==> src/rtl/aes_key_expand_ctrl.sv <==
// ---------------------------------------------------------------------------
// aes_key_expand_ctrl
//
// Word-serial AES-128 key-expansion sequencer. It produces round keys 0..10
// in FIPS-197 order at one expanded word per clock. A single external 32-bit
// SubWord unit is shared through sub_in/sub_out.
//
// Ports
//   clk       in   1    clock, all state updates on the rising edge
//   rst       in   1    synchronous, active-high reset
//   start     in   1    begin expansion (only looked at while idle)
//   key_in    in   128  cipher key, w0 = key_in[127:96] .. w3 = key_in[31:0]
//   busy      out  1    expansion in progress (EXPAND and DONE)
//   done      out  1    one-cycle pulse, coincident with the round-10 rk_valid
//   rk_valid  out  1    one-cycle pulse, rk_out/rk_round are valid
//   rk_round  out  4    round index of rk_out
//   rk_out    out  128  last completed round key {w0,w1,w2,w3}
//   sub_in    out  32   RotWord(w3) sent to the S-box (combinational)
//   sub_out   in   32   SubWord(sub_in) returned by the S-box (combinational)
// ---------------------------------------------------------------------------
module aes_key_expand_ctrl (
  input  logic         clk,
  input  logic         rst,
  input  logic         start,
  input  logic [127:0] key_in,
  output logic         busy,
  output logic         done,
  output logic         rk_valid,
  output logic [3:0]   rk_round,
  output logic [127:0] rk_out,
  output logic [31:0]  sub_in,
  input  logic [31:0]  sub_out
);

  typedef enum logic [1:0] {
    IDLE   = 2'd0,
    EXPAND = 2'd1,
    DONE   = 2'd2
  } state_t;

  state_t       state_q, state_d;
  logic [127:0] win_q, win_d;        // {w0,w1,w2,w3}
  logic [1:0]   j_q, j_d;
  logic [3:0]   rnd_q, rnd_d;
  logic [7:0]   rcon_q, rcon_d;
  logic         busy_q, busy_d;
  logic         done_q, done_d;
  logic         rk_valid_q, rk_valid_d;
  logic [3:0]   rk_round_q, rk_round_d;
  logic [127:0] rk_out_q, rk_out_d;

  logic [31:0]  w0, w3;
  logic [31:0]  temp_word;
  logic [31:0]  new_word;
  logic [127:0] win_shift;
  logic [7:0]   rcon_next;

  assign w0 = win_q[127:96];
  assign w3 = win_q[31:0];

  // RotWord(w3) goes to the S-box every cycle; its result is only used
  // when j == 0, i.e. on the first word of each round.
  assign sub_in    = {w3[23:0], w3[31:24]};
  assign temp_word = (j_q == 2'd0) ? (sub_out ^ {rcon_q, 24'h000000}) : w3;
  assign new_word  = w0 ^ temp_word;
  assign win_shift = {win_q[95:0], new_word};

  // Multiplication by x in GF(2^8).
  assign rcon_next = {rcon_q[6:0], 1'b0} ^ (rcon_q[7] ? 8'h1B : 8'h00);

  always_comb begin
    state_d    = state_q;
    win_d      = win_q;
    j_d        = j_q;
    rnd_d      = rnd_q;
    rcon_d     = rcon_q;
    busy_d     = busy_q;
    done_d     = 1'b0;
    rk_valid_d = 1'b0;
    rk_round_d = rk_round_q;
    rk_out_d   = rk_out_q;

    case (state_q)
      IDLE: begin
        if (start) begin
          win_d      = key_in;
          j_d        = 2'd0;
          rnd_d      = 4'd0;
          rcon_d     = 8'h01;
          rk_valid_d = 1'b1;
          rk_round_d = 4'd0;
          rk_out_d   = key_in;
          busy_d     = 1'b1;
          state_d    = EXPAND;
        end
      end

      EXPAND: begin
        win_d = win_shift;
        j_d   = j_q + 2'd1;
        // Fourth word of a round: the shifted window is a full round key.
        if (j_q == 2'd3) begin
          rnd_d      = rnd_q + 4'd1;
          rk_valid_d = 1'b1;
          rk_round_d = rnd_q + 4'd1;
          rk_out_d   = win_shift;
          rcon_d     = rcon_next;
          if (rnd_q == 4'd9) begin
            state_d = DONE;
            done_d  = 1'b1;
          end
        end
      end

      DONE: begin
        busy_d  = 1'b0;
        state_d = IDLE;
      end

      default: begin
        busy_d  = 1'b0;
        state_d = IDLE;
      end
    endcase
  end

  always_ff @(posedge clk) begin
    if (rst) begin
      state_q    <= IDLE;
      win_q      <= '0;
      j_q        <= 2'd0;
      rnd_q      <= 4'd0;
      rcon_q     <= 8'h01;
      busy_q     <= 1'b0;
      done_q     <= 1'b0;
      rk_valid_q <= 1'b0;
      rk_round_q <= 4'd0;
      rk_out_q   <= '0;
    end else begin
      state_q    <= state_d;
      win_q      <= win_d;
      j_q        <= j_d;
      rnd_q      <= rnd_d;
      rcon_q     <= rcon_d;
      busy_q     <= busy_d;
      done_q     <= done_d;
      rk_valid_q <= rk_valid_d;
      rk_round_q <= rk_round_d;
      rk_out_q   <= rk_out_d;
    end
  end

  assign busy     = busy_q;
  assign done     = done_q;
  assign rk_valid = rk_valid_q;
  assign rk_round = rk_round_q;
  assign rk_out   = rk_out_q;

endmodule

==> config.mk <==
export PLATFORM = sky130hd
export DESIGN_NAME = aes_key_expand_ctrl
export DESIGN_NICKNAME = d
export VERILOG_FILES = /design/src/rtl/aes_key_expand_ctrl.sv
export SDC_FILE = /design/constraint.sdc
export NUM_CORES = 1
export LEC_CHECK = 0
export CAP_MARGIN = 5
export CORE_MARGIN = 3
export CORE_UTILIZATION = 30
export CTS_BUF_LIST = sky130_fd_sc_hd__clkbuf_8
export DETAILED_ROUTE_END_ITERATION = 6
export PLACE_DENSITY_LB_ADDON = 0.08
export SETUP_SLACK_MARGIN = 0.05
export SYNTH_ARGS = -nofsm -noshare
export SYNTH_HDL_FRONTEND = slang
export SYNTH_SLANG_ARGS = --single-unit
==> constraint.sdc <==
create_clock -name clk -period 3.4 [get_ports clk]
set_clock_uncertainty 0.05 [all_clocks]
set_input_delay 0.68 -clock clk [delete_from_list [all_inputs] [get_ports clk]]
set_output_delay 0.68 -clock clk [all_outputs]
set_load 0.02 [all_outputs]
### After elaboration in Yosys (flattened, before gate mapping)

Index checks and enable logic that the tools add are counted.

* output and inout bits: 167
* input port bits: 163
* bits in latches: 0
* bits in writable memories: 0
* word-level logic and storage cells: 54
* memories: 0
* flip-flop bits (word level): 275
* memory bits (read-only): 0

* add/sub/neg operators: 2
* muxes and demuxes: 24
* shift-type cells: 0
* multipliers: 0
* divide/modulo/power cells: 0
* eq/ne operators: 6
* reduce and logical (&&, ||, !) cells: 8
* bitwise logic cells: 5
* order comparisons: 0

Operators with widths (number)
* 128-bit case mux with 2 select lines: 2
* 128-bit two-way mux: 2
* 32-bit bitwise XOR: 2
* 32-bit two-way mux: 1
* 8-bit two-way mux: 2
* 8-bit case mux with 2 select lines: 1
* 2-bit two-way mux: 4
* 4-bit two-way mux: 2
* 2-bit case mux with 2 select lines: 2
* 4-bit case mux with 2 select lines: 1
* 8-bit by 5-bit bitwise XOR with 8-bit output: 1
* 2-bit != test (second input constant): 3
* 3-bit AND reduction: 2
* 5-bit two-way mux: 1
* 4-bit by 1-bit adder with 4-bit output (second input constant): 1
* 4-bit == test (second input constant): 1
* 2-bit logical NOT: 2
* 1-bit two-way mux: 4
* 1-bit case mux with 2 select lines: 2
* 2-bit AND reduction: 2
* 3-bit OR reduction: 1
* 2-bit by 1-bit adder with 2-bit output (second input constant): 1
* 2-bit by 1-bit == test with 1-bit output (second input constant): 1
* 2-bit == test (second input constant): 1
* 2 further kinds: 3

### Depth between registers and ports, before layout

Gate-level depths: netlist (run 1).

* depth in word-level cells: 5
* mapped depth: 8

### Least setup slack after synthesis (run 1)

OpenSTA, ideal clock, no wires.

* path kind: input to register
* from: in start
* to: reg rk_out_q[19], in the netlist rk_out[19]
* slack: 1.726 ns
* required time: 3.259 ns
* buffers on the path: 2
* data arrival time: 1.533 ns
* cell stages on the path: 5
* library setup time: 0.091 ns
* cells stage by stage: mux2i_2 -> nor2_4 -> buf_2 -> buf_2 -> a311oi_1

* cells in the longest elaborated chain, start to end: 2

Ends and longest elaborated chain
* start, declared: line 24 `input logic start,`
* 2-bit != test (no source line)
* 3-bit AND reduction (no source line)
* end signal, assigned: line 149 `rk_out_q <= rk_out_d;`
* end, declared: line 50 `logic [127:0] rk_out_q, rk_out_d;`

No other way between the ends.
A chain may end at the register's enable or synchronous reset.

### Final worst setup path (run 1)

* from: reg j_q[0]
* to: reg win_q[9]

* cells in the longest elaborated chain, start to end: 4

Ends and longest elaborated chain
* start, declared: line 43 `logic [1:0] j_q, j_d;`
* start signal, assigned: line 142 `j_q <= j_d;`
* 2-bit logical NOT: line 64 `assign temp_word = (j_q == 2'd0) ? (sub_out ^ {rcon_q, 24'h000000}) : w3;`
* 32-bit two-way mux: line 64
* 32-bit bitwise XOR: line 65 `assign new_word = w0 ^ temp_word;`
* 128-bit case mux with 2 select lines: line 83 `case (state_q)`
* end signal, assigned: line 141 `win_q <= win_d;`
* end, declared: line 42 `logic [127:0] win_q, win_d;`

No other way between the ends.

==> results.json, run 1 <==
{
  "detailedRoute.firstIterationViolations": 351,
  "die_width_um": 203,
  "max_freq_mhz": 399,
  "drcViolationCount": 0,
  "report.final.hold_viol_count": 0,
  "regToRegStartpoint": "j_q[0]",
  "vias": 9711,
  "static-leakage-power_uw": 0.00636,
  "post_synth_main_area_contributors": "sky130_fd_sc_hd__dfxtp_1 (47%), sky130_fd_sc_hd__a211oi_1 (14%), sky130_fd_sc_hd__mux2i_1 (10%), sky130_fd_sc_hd__nor2_1 (8.7%), sky130_fd_sc_hd__buf_4 (3.8%)",
  "number_of_pins_exceeding_their_max_slew_limit_in_the_final_report": 0,
  "gp_congestion": 0.742,
  "grt_setup_unrepaired": "false",
  "layout-area-overhead-vs-synth_pct": 37.3,
  "setup_total_negative_slack_ns": 0,
  "hold_start": "busy",
  "drt_pass_1_iters": 4,
  "ctsLongestPathBuffers": 3,
  "nets": 1643,
  "grt_pass1_wl_um": 56300,
  "cts_inserted_buffers": 51,
  "tot_gr_track_use_pct": 17.2,
  "layoutNonFillerInstCount": 2022,
  "synth.avg_cell_area_um2": 9.47,
  "multiInputGateArea_um2": 5290,
  "period_minus_slack_ns": 2.50,
  "hold_path.class": "register to register",
  "worst_slew_pin_slew_ns": 0.988,
  "cts-resized-gates": 0,
  "core_area_um2": 37800,
  "clockRootBuffer": "sky130_fd_sc_hd__clkbuf_8",
  "clk_transition_reported_paths_ns": 0.06,
  "cp.arrival_ns": 2.94,
  "place.detailed.hpwl_um": 24100,
  "antenna_cells_inserted": 0,
  "synthesis.nets": 1391,
  "number_of_global_route_vias_before_repair": 9461,
  "utilization_pct": 42.1,
  "p_per_area_nw_per_um2": 528,
  "register_area_um2": 5510,
  "clock_tree.htree_level_count": 2,
  "cp-end-kind": "register",
  "setup.worst_path.start_class": "register",
  "clock_sink_count": 275,
  "yosys_warnings": 0,
  "wl_per_cell_um": 18.0,
  "groute.layer.met1.usage_pct": 22.7,
  "required_ns": 3.84,
  "fillers": 3851,
  "cap_violations": 0,
  "pin_count_of_the_biggest_net_entering_global_routing": 142,
  "timing.critical_path.cells": "inv_1 -> ha_2 -> buf_4 -> mux2i_1 -> xnor2_1 -> nand2_1 -> a311oi_1",
  "critical_path.startpoint": "j_q[0]",
  "globalRoute.totalOverflow": 0,
  "final_antenna_net_count": 0,
  "final_layout_size_suffix_gt1_share_pct": 5.82,
  "synth.cell_area_um2": 11600,
  "chipHeight_um": 203,
  "placedCellCount": 1934,
  "insertion_delay_ns": 0.59,
  "post-route-period-util_pct": 73.7,
  "synth.yosys.seq_area_share_pct": 47.5,
  "num_rows": 71,
  "timing.critical_path.slowest_cell_delay_ns": 0.83,
  "crit_path_max_fanout": 26,
  "max-slew-margin-rel_pct": 34.2,
  "port_buffers": 329,
  "setup-violations-final": 0,
  "grt.met2_usage_pct": 27.5,
  "met3_usage_pct": 5.13,
  "netlist.area_leader.share_pct": 47.5,
  "postRouteWirelength_um": 36300,
  "post_drt_via_cell_ratio": 4.80,
  "status": "completed",
  "cts_tree": "built",
  "critPathTopFamily": "adder cells",
  "layout.cells.most_common": "sky130_fd_sc_hd__clkdlybuf4s50_1",
  "post_synth_num_cell_types": 33,
  "grt_most_used_layer": "met2",
  "crit_slowest_cell": "sky130_fd_sc_hd__ha_2",
  "count_of_buffering_cells_on_the_critical_path_with_inverters_included": 2,
  "most-common-layout-cells": "sky130_fd_sc_hd__clkdlybuf4s50_1 (328), sky130_fd_sc_hd__dfxtp_1 (275), sky130_fd_sc_hd__nor2_1 (270)",
  "initial_core_util_pct": 30.6,
  "netlist_instances": 1224,
  "synth_seq_cells": 275,
  "start_to_end_type_of_the_worst_setup_path": "register to register",
  "design.die.area_um2": 41000,
  "report.power.total_uw": 8410,
  "grt_antenna_before_repair": 2,
  "synth_largest_area_cell": "sky130_fd_sc_hd__dfxtp_1",
  "ctsHoldBuffers": 0,
  "top_level_ports": 330,
  "post_cts.repair.setup_buffers": 0,
  "vdd_drop_max_v": 0.000278
}
[kinds of logic after synthesis]
kind of cell	synth area share, %
xor+xnor	4.00
compound gates	19.1
mux	10.6
flops	47.5
simple gates	11.3
fa+ha+maj	0.432
buf+inv	7.11
[where the power goes]
part	internal [µW]	leakage (µW)	switching, µW	total, µW
registers	3500	0.00228	186	3690
logic	813	0.00350	887	1700
clock network	1650	0.000585	1370	3020
total	5960	0.00636	2440	8410
[cell usage after synthesis, drive strengths merged]
library cell  count
dfxtp           275
nor2            272
a211oi          210
mux2i           122
buf             101
nand2            50
a311oi           49
clkbuf           43
xnor2            42
xor2             11
a22o              8
a31oi             8
a22oi             7
ha                4
inv               4
nor3b             4
nand2b            2
nand3             2
or2               2
a21oi             1
a221o             1
a2bb2oi           1
and2              1
and3b             1
nor2b             1
nor3              1
o21bai            1
[layout make-up]
class	count	share of cell area, %
Sequential cell	275	34.6
Multi-Input combinational cell	801	33.2
Timing Repair Buffer	343	22.1
Clock buffer	63	5.45
Tap cell	511	4.02
Clock inverter	25	0.597
Inverter	4	0.0943
[metrics by stage]
step / worst slack [ns] / hold slack [ns] / area [µm²]
floorplan: 1.73 / 0.416 / 11600
global placement: 0.862 / 0.411 / 15000
detailed placement: 0.842 / 0.420 / 15000
CTS: 0.848 / 0.429 / 15900
global route: 0.616 / 0.447 / 15900
finish: 0.895 / 0.427 / 15900
[per-layer routing]
metal | part of all wire [%] | wire length, µm | vias up
met4 | 2.0 | 711 | 4
met1 | 45 | 16300 | 4506
met5 | 0.094 | 34 | -
met2 | 46 | 16800 | 263
li1 | - | - | 4884
met3 | 6.7 | 2450 | 54
[flip-flops by register name, indices dropped and copies added, names as in the netlist]
register	cells
j_q	2
rk_valid	1
rcon_q	8
rk_round	4
done	1
win_q	128
busy	1
state_q	2
rk_out	128
[final timing paths]
| kind | slack (ns) | cells after the start | end |
|---|---|---|---|
| worst max-delay path | 0.90 | 7 | win_q[9] |
| worst min-delay path | 0.43 | 2 | busy |
| worst max register to register | 0.90 | 7 | win_q[9] |
| worst min register to register | 0.43 | 2 | busy |
[worst reg2reg max path, stage by stage (launching register included)]
cell and delay (ns):
sky130_fd_sc_hd__dfxtp_1 0.34, sky130_fd_sc_hd__inv_1 0.07, sky130_fd_sc_hd__ha_2 0.83, sky130_fd_sc_hd__buf_4 0.37
sky130_fd_sc_hd__mux2i_1 0.26, sky130_fd_sc_hd__xnor2_1 0.14, sky130_fd_sc_hd__nand2_1 0.08, sky130_fd_sc_hd__a311oi_1 0.27
Power figures use the tool's default switching activity.
==> run 2: changes to the inputs <==
- clock period: 3.4 -> 2.1 ns (I/O delays scaled with it)
==> results.json, run 2 (synthesis gave the netlist of run 1 again) <==
{
  "status": "completed",
  "tot_gr_track_use_pct": 17.3,
  "clock_sink_count": 275,
  "place.detailed.hpwl_um": 26700,
  "hold_start": "rst",
  "die_width_um": 203,
  "setup.worst_path.start_class": "register",
  "r2r_cells": 7,
  "detailedRoute.firstIterationViolations": 438,
  "design.die.area_um2": 41000,
  "max_freq_mhz": 501,
  "grt_pass1_wl_um": 57000,
  "timing.critical_path.slowest_cell_delay_ns": 0.61,
  "power.net_switching_uw": 4030,
  "power_switching_share_pct": 29.2,
  "register_area_um2": 5510,
  "grt_setup_unrepaired": "false",
  "insertion_delay_ns": 0.57,
  "p_per_area_nw_per_um2": 835,
  "final_layout_size_suffix_gt1_share_pct": 9.21,
  "post-route-period-util_pct": 95.1,
  "vdd_drop_max_v": 0.000424,
  "count_of_buffering_cells_on_the_critical_path_with_inverters_included": 1,
  "hold_path.class": "input port to register",
  "combPwrFrac_pct": 20.4,
  "core_area_um2": 37800,
  "layout-area-overhead-vs-synth_pct": 42.2,
  "timing.critical_path.cells": "clkdlybuf4s50_1",
  "ctsLongestPathBuffers": 3,
  "number_of_pins_exceeding_their_max_slew_limit_in_the_final_report": 0,
  "post_drt_via_cell_ratio": 4.75,
  "report.final.hold_viol_count": 0,
  "top_level_ports": 330,
  "nets": 1691,
  "gp_congestion": 0.746,
  "layoutNonFillerInstCount": 2074,
  "layout.cells.most_common": "sky130_fd_sc_hd__dfxtp_1",
  "fillers": 3884,
  "cap_violations": 0,
  "setup.reg_to_reg.worst_slack_ns": 0.27,
  "post_cts.repair.setup_buffers": 0,
  "clockRootBuffer": "sky130_fd_sc_hd__clkbuf_8",
  "wl_per_cell_um": 17.8,
  "multiInputGateArea_um2": 5290,
  "port_buffers": 329,
  "ctsHoldBuffers": 0,
  "drt_pass_1_iters": 4,
  "start_to_end_type_of_the_worst_setup_path": "register to primary output",
  "static-leakage-power_uw": 0.00754,
  "regToRegStartpoint": "j_q[0]",
  "chipHeight_um": 203,
  "seq_power_share_pct": 43.3,
  "cp-end-kind": "primary output",
  "clockPowerShare_pct": 36.3,
  "critPathTopFamily": "buffers and inverters",
  "crit_path_max_fanout": 2,
  "timing.hold.worst_path_depth": 2,
  "postLayoutSetupSlackWorst_ns": 0.104,
  "cts_tree": "built",
  "num_rows": 71,
  "grt_antenna_before_repair": 2,
  "setup-violations-final": 0,
  "number_of_global_route_vias_before_repair": 9856,
  "cp.arrival_ns": 1.53,
  "max-slew-margin-rel_pct": 73.3,
  "globalRoute.totalOverflow": 0,
  "most-common-layout-cells": "sky130_fd_sc_hd__dfxtp_1 (275), sky130_fd_sc_hd__nor2_1 (270), sky130_fd_sc_hd__a211oi_1 (210)",
  "clk_transition_reported_paths_ns": 0.06,
  "vias": 9850,
  "hold_path_end": "rk_out[49]",
  "antenna_cells_inserted": 0,
  "clock_tree.htree_level_count": 2,
  "drcViolationCount": 0,
  "pin_count_of_the_biggest_net_entering_global_routing": 76,
  "period_minus_slack_ns": 2.00,
  "worst_slew_pin_slew_ns": 0.389,
  "final_antenna_net_count": 0,
  "postRouteWirelength_um": 37000,
  "power.internal_uw": 9750,
  "place_worst_setup_slack_ns": -0.0149,
  "crit_slowest_cell": "sky130_fd_sc_hd__clkdlybuf4s50_1",
  "required_ns": 1.63,
  "reg2reg_to": "rk_out[14]",
  "initial_core_util_pct": 30.6,
  "placedCellCount": 1983,
  "cts_inserted_buffers": 50
}
[run 2: changes by cell type in the layout (fill, tap and decap cells not counted)]
cell / previous run / this run
sky130_fd_sc_hd__buf_4: 5 / 36
sky130_fd_sc_hd__buf_12: 9 / 27
sky130_fd_sc_hd__clkinv_2: 1 / 6
sky130_fd_sc_hd__clkbuf_8: 64 / 66
sky130_fd_sc_hd__clkdlybuf4s50_1: 328 / 187
sky130_fd_sc_hd__dlygate4sd2_1: 0 / 111
sky130_fd_sc_hd__dlymetal6s2s_1: 0 / 30
sky130_fd_sc_hd__inv_1: 28 / 24
[run 2: how the worst max path moves through the flow]
stage                start           to  slack, ns  depth (start not counted)
6_report        rk_out[58]   rk_out[58]       0.10                          1
5_1_grt        rk_out[109]  rk_out[109]       0.05                          1
4_1_cts         rk_out[76]   rk_out[76]       0.05                          1
3_5_place_dp         start   rk_out[14]      -0.01                          7
3_3_place_gp         start    rk_out[6]       0.02                          7
2_1_floorplan       j_q[0]    win_q[17]       0.46                          8
[run 2: final cells by class]
class / count / share of cell area (%)
Clock inverter: 26 / 0.637
Inverter: 4 / 0.0911
Tap cell: 511 / 3.88
Timing Repair Buffer: 392 / 24.5
Sequential cell: 275 / 33.4
Multi-Input combinational cell: 801 / 32.1
Clock buffer: 65 / 5.43
[run 2: stage by stage]
stage / total power (µW) / setup TNS (ns) / hold slack [ns] / util (%) / area [µm²]
2_1_floorplan: 7710 / 0 / 0.416 / - / 11600
3_3_place_gp: 9040 / 0 / 0.403 / 41.1 / 15600
4_1_cts: 14000 / 0 / 0.228 / 43.4 / 16400
3_5_place_dp: 9060 / -0.0242 / 0.408 / 41.1 / 15600
6_report: 13800 / 0 / 0.263 / 43.6 / 16500
5_1_grt: 14500 / 0 / 0.252 / 43.6 / 16500
[run 2: what timing repair did]
action	CTS	global route
hold endpoints to repair	0	0
gates resized for setup	111	30
endpoints found under the setup margin	111	30
[run 2: metal layers]
metal	part of all wire, %	vias to the layer above	global-route usage, %
met5	0.059	-	0
met4	1.5	4	4.11
met3	6.8	49	5.07
met2	47	276	28.8
met1	45	4553	22.3
li1	-	4968	-
[run 2: power by group through the flow]
stage	Combinational, µW	Clock, µW	Sequential, µW
2_1_floorplan	1450	0	6270
3_3_place_gp	2950	0	6090
3_5_place_dp	2970	0	6090
4_1_cts	2860	5210	5980
5_1_grt	3060	5440	6030
6_report	2800	5000	5970
==> run 3: changes to the inputs <==
- ABC_CLOCK_PERIOD_IN_PS: default -> 2100
- CORE_UTILIZATION: 30 -> 45
==> results.json, run 3 (synthesis gave the netlist of run 1 again) <==
{
  "status": "completed",
  "ctsLongestPathBuffers": 3,
  "globalRoute.totalOverflow": 0,
  "final_layout_size_suffix_gt1_share_pct": 8.65,
  "report.final.hold_viol_count": 0,
  "cts_inserted_buffers": 46,
  "number_of_pins_exceeding_their_max_slew_limit_in_the_final_report": 0,
  "insertion_delay_ns": 0.54,
  "detailedRoute.firstIterationViolations": 613,
  "timing.critical_path.cells": "clkdlybuf4s50_1",
  "tot_gr_track_use_pct": 23.1,
  "setup-violations-final": 0,
  "num_rows": 58,
  "critPathTopFamily": "buffers and inverters",
  "die_width_um": 167,
  "port_buffers": 329,
  "vias": 9806,
  "postLayoutSetupSlackWorst_ns": 0.0747,
  "setup.reg_to_reg.worst_slack_ns": 0.23,
  "r2r_cells": 6,
  "gp_congestion": 0.812,
  "grt_antenna_before_repair": 1,
  "timing.critical_path.slowest_cell_delay_ns": 0.63,
  "drt_pass_1_iters": 5,
  "vdd_drop_max_v": 0.000721,
  "max_freq_mhz": 494,
  "layout.cells.most_common": "sky130_fd_sc_hd__clkdlybuf4s50_1",
  "utilization_pct": 64.4,
  "cts_tree": "built",
  "count_of_buffering_cells_on_the_critical_path_with_inverters_included": 1,
  "most-common-layout-cells": "sky130_fd_sc_hd__clkdlybuf4s50_1 (281), sky130_fd_sc_hd__dfxtp_1 (275), sky130_fd_sc_hd__nor2_1 (270)",
  "p_per_area_nw_per_um2": 842,
  "start_to_end_type_of_the_worst_setup_path": "register to primary output",
  "postRouteWirelength_um": 33300,
  "clock_tree.htree_level_count": 2,
  "reg2reg_to": "rk_out[22]",
  "clock_sink_count": 275,
  "multiInputGateArea_um2": 5290,
  "place_worst_setup_slack_ns": 0.0135,
  "place.detailed.hpwl_um": 24000,
  "hold_path_end": "rk_out[114]",
  "cp.arrival_ns": 1.56,
  "critical_path.startpoint": "rk_out[30]",
  "initial_core_util_pct": 45.9,
  "period_minus_slack_ns": 2.03,
  "regToRegStartpoint": "j_q[0]",
  "setup.worst_path.start_class": "register",
  "chipHeight_um": 167,
  "static-leakage-power_uw": 0.00702,
  "timing.hold.worst_path_depth": 2,
  "clk_transition_reported_paths_ns": 0.06,
  "wl_per_cell_um": 17.7,
  "hold_path.class": "input port to register",
  "required_ns": 1.63,
  "core_area_um2": 25300,
  "worst_slew_pin_slew_ns": 0.435,
  "pin_count_of_the_biggest_net_entering_global_routing": 81,
  "crit_slowest_cell": "sky130_fd_sc_hd__clkdlybuf4s50_1",
  "cap_violations": 0,
  "fillers": 2117,
  "hold_start": "rst",
  "cp-end-kind": "primary output",
  "number_of_global_route_vias_before_repair": 9664,
  "final_antenna_net_count": 0,
  "post_drt_via_cell_ratio": 5.22,
  "setup_total_negative_slack_ns": 0,
  "crit_path_max_fanout": 2,
  "grt_setup_unrepaired": "false",
  "layout-area-overhead-vs-synth_pct": 40.2,
  "nets": 1678,
  "max-slew-margin-rel_pct": 71.0,
  "register_area_um2": 5510,
  "post-route-period-util_pct": 96.4,
  "clockRootBuffer": "sky130_fd_sc_hd__clkbuf_8",
  "design.die.area_um2": 27700,
  "top_level_ports": 330,
  "grt_pass1_wl_um": 52900,
  "drcViolationCount": 0,
  "post_cts.repair.setup_buffers": 0
}
## run 3: cell types whose count changed in the layout (fill, tap and decap cells not counted), sizes merged
cell,change
buf,-9
clkdlybuf4s50,+94
dlymetal6s2s,-10
diode,+1
inv,-4
clkinv,-1
dlygate4sd2,-84
## run 3: power by group
group	leakage, µW	switching (µW)	internal (µW)	total, µW
registers	0.00228	305	5670	5980
clock network	0.000572	2100	2740	4840
logic	0.00417	1470	1400	2870
## run 3: worst max-delay path by stage
stage | endpoint | slack (ns) | depth (start not counted)
2_1_floorplan | win_q[17] | 0.46 | 8
4_1_cts | rk_round[2] | 0.05 | 1
3_5_place_dp | rk_out[2] | 0.01 | 7
5_1_grt | rk_out[33] | 0.05 | 1
3_3_place_gp | rk_out[16] | 0.04 | 7
6_report | rk_out[30] | 0.07 | 1
## run 3: layout make-up
class / count / share of cell area (%)
clock buffers: 65 / 5.50
diodes: 1 / 0.0154
flip-flops and latches: 275 / 33.9
multi-input cells: 801 / 32.5
inverters: 4 / 0.0924
clock inverters: 21 / 0.523
repair buffers: 383 / 24.9
well taps: 330 / 2.54
## run 3: timing repair
| item | 4_1_cts | 5_1_grt |
|---|---|---|
| hold buffers | 0 | 0 |
| setup endpoints to repair | 27 | 20 |
| resized for setup | 27 | 20 |
| pin swaps | 0 | 0 |
## run 3: stage by stage
stage	area, µm²	instances	power [µW]	hold slack, ns
after detailed placement	15300	1793	9000	0.407
after global routing	16300	1880	14300	0.342
after floorplan	11600	1224	7710	0.416
final	16300	1880	13700	0.323
after global placement	15300	1793	8970	0.402
after CTS	16200	1879	13800	0.305
## run 3: routing by layer
metal  vias to the layer above  GRT usage, %  wire length (µm)  part of all wire [%]
met3                        55          5.32              2070                   6.2
met5                         -             0                 0                     0
met2                       316          38.1             15700                    47
li1                       4953             -                 -                     -
met4                         0          7.10               858                   2.6
met1                      4482          30.4             14700                    44
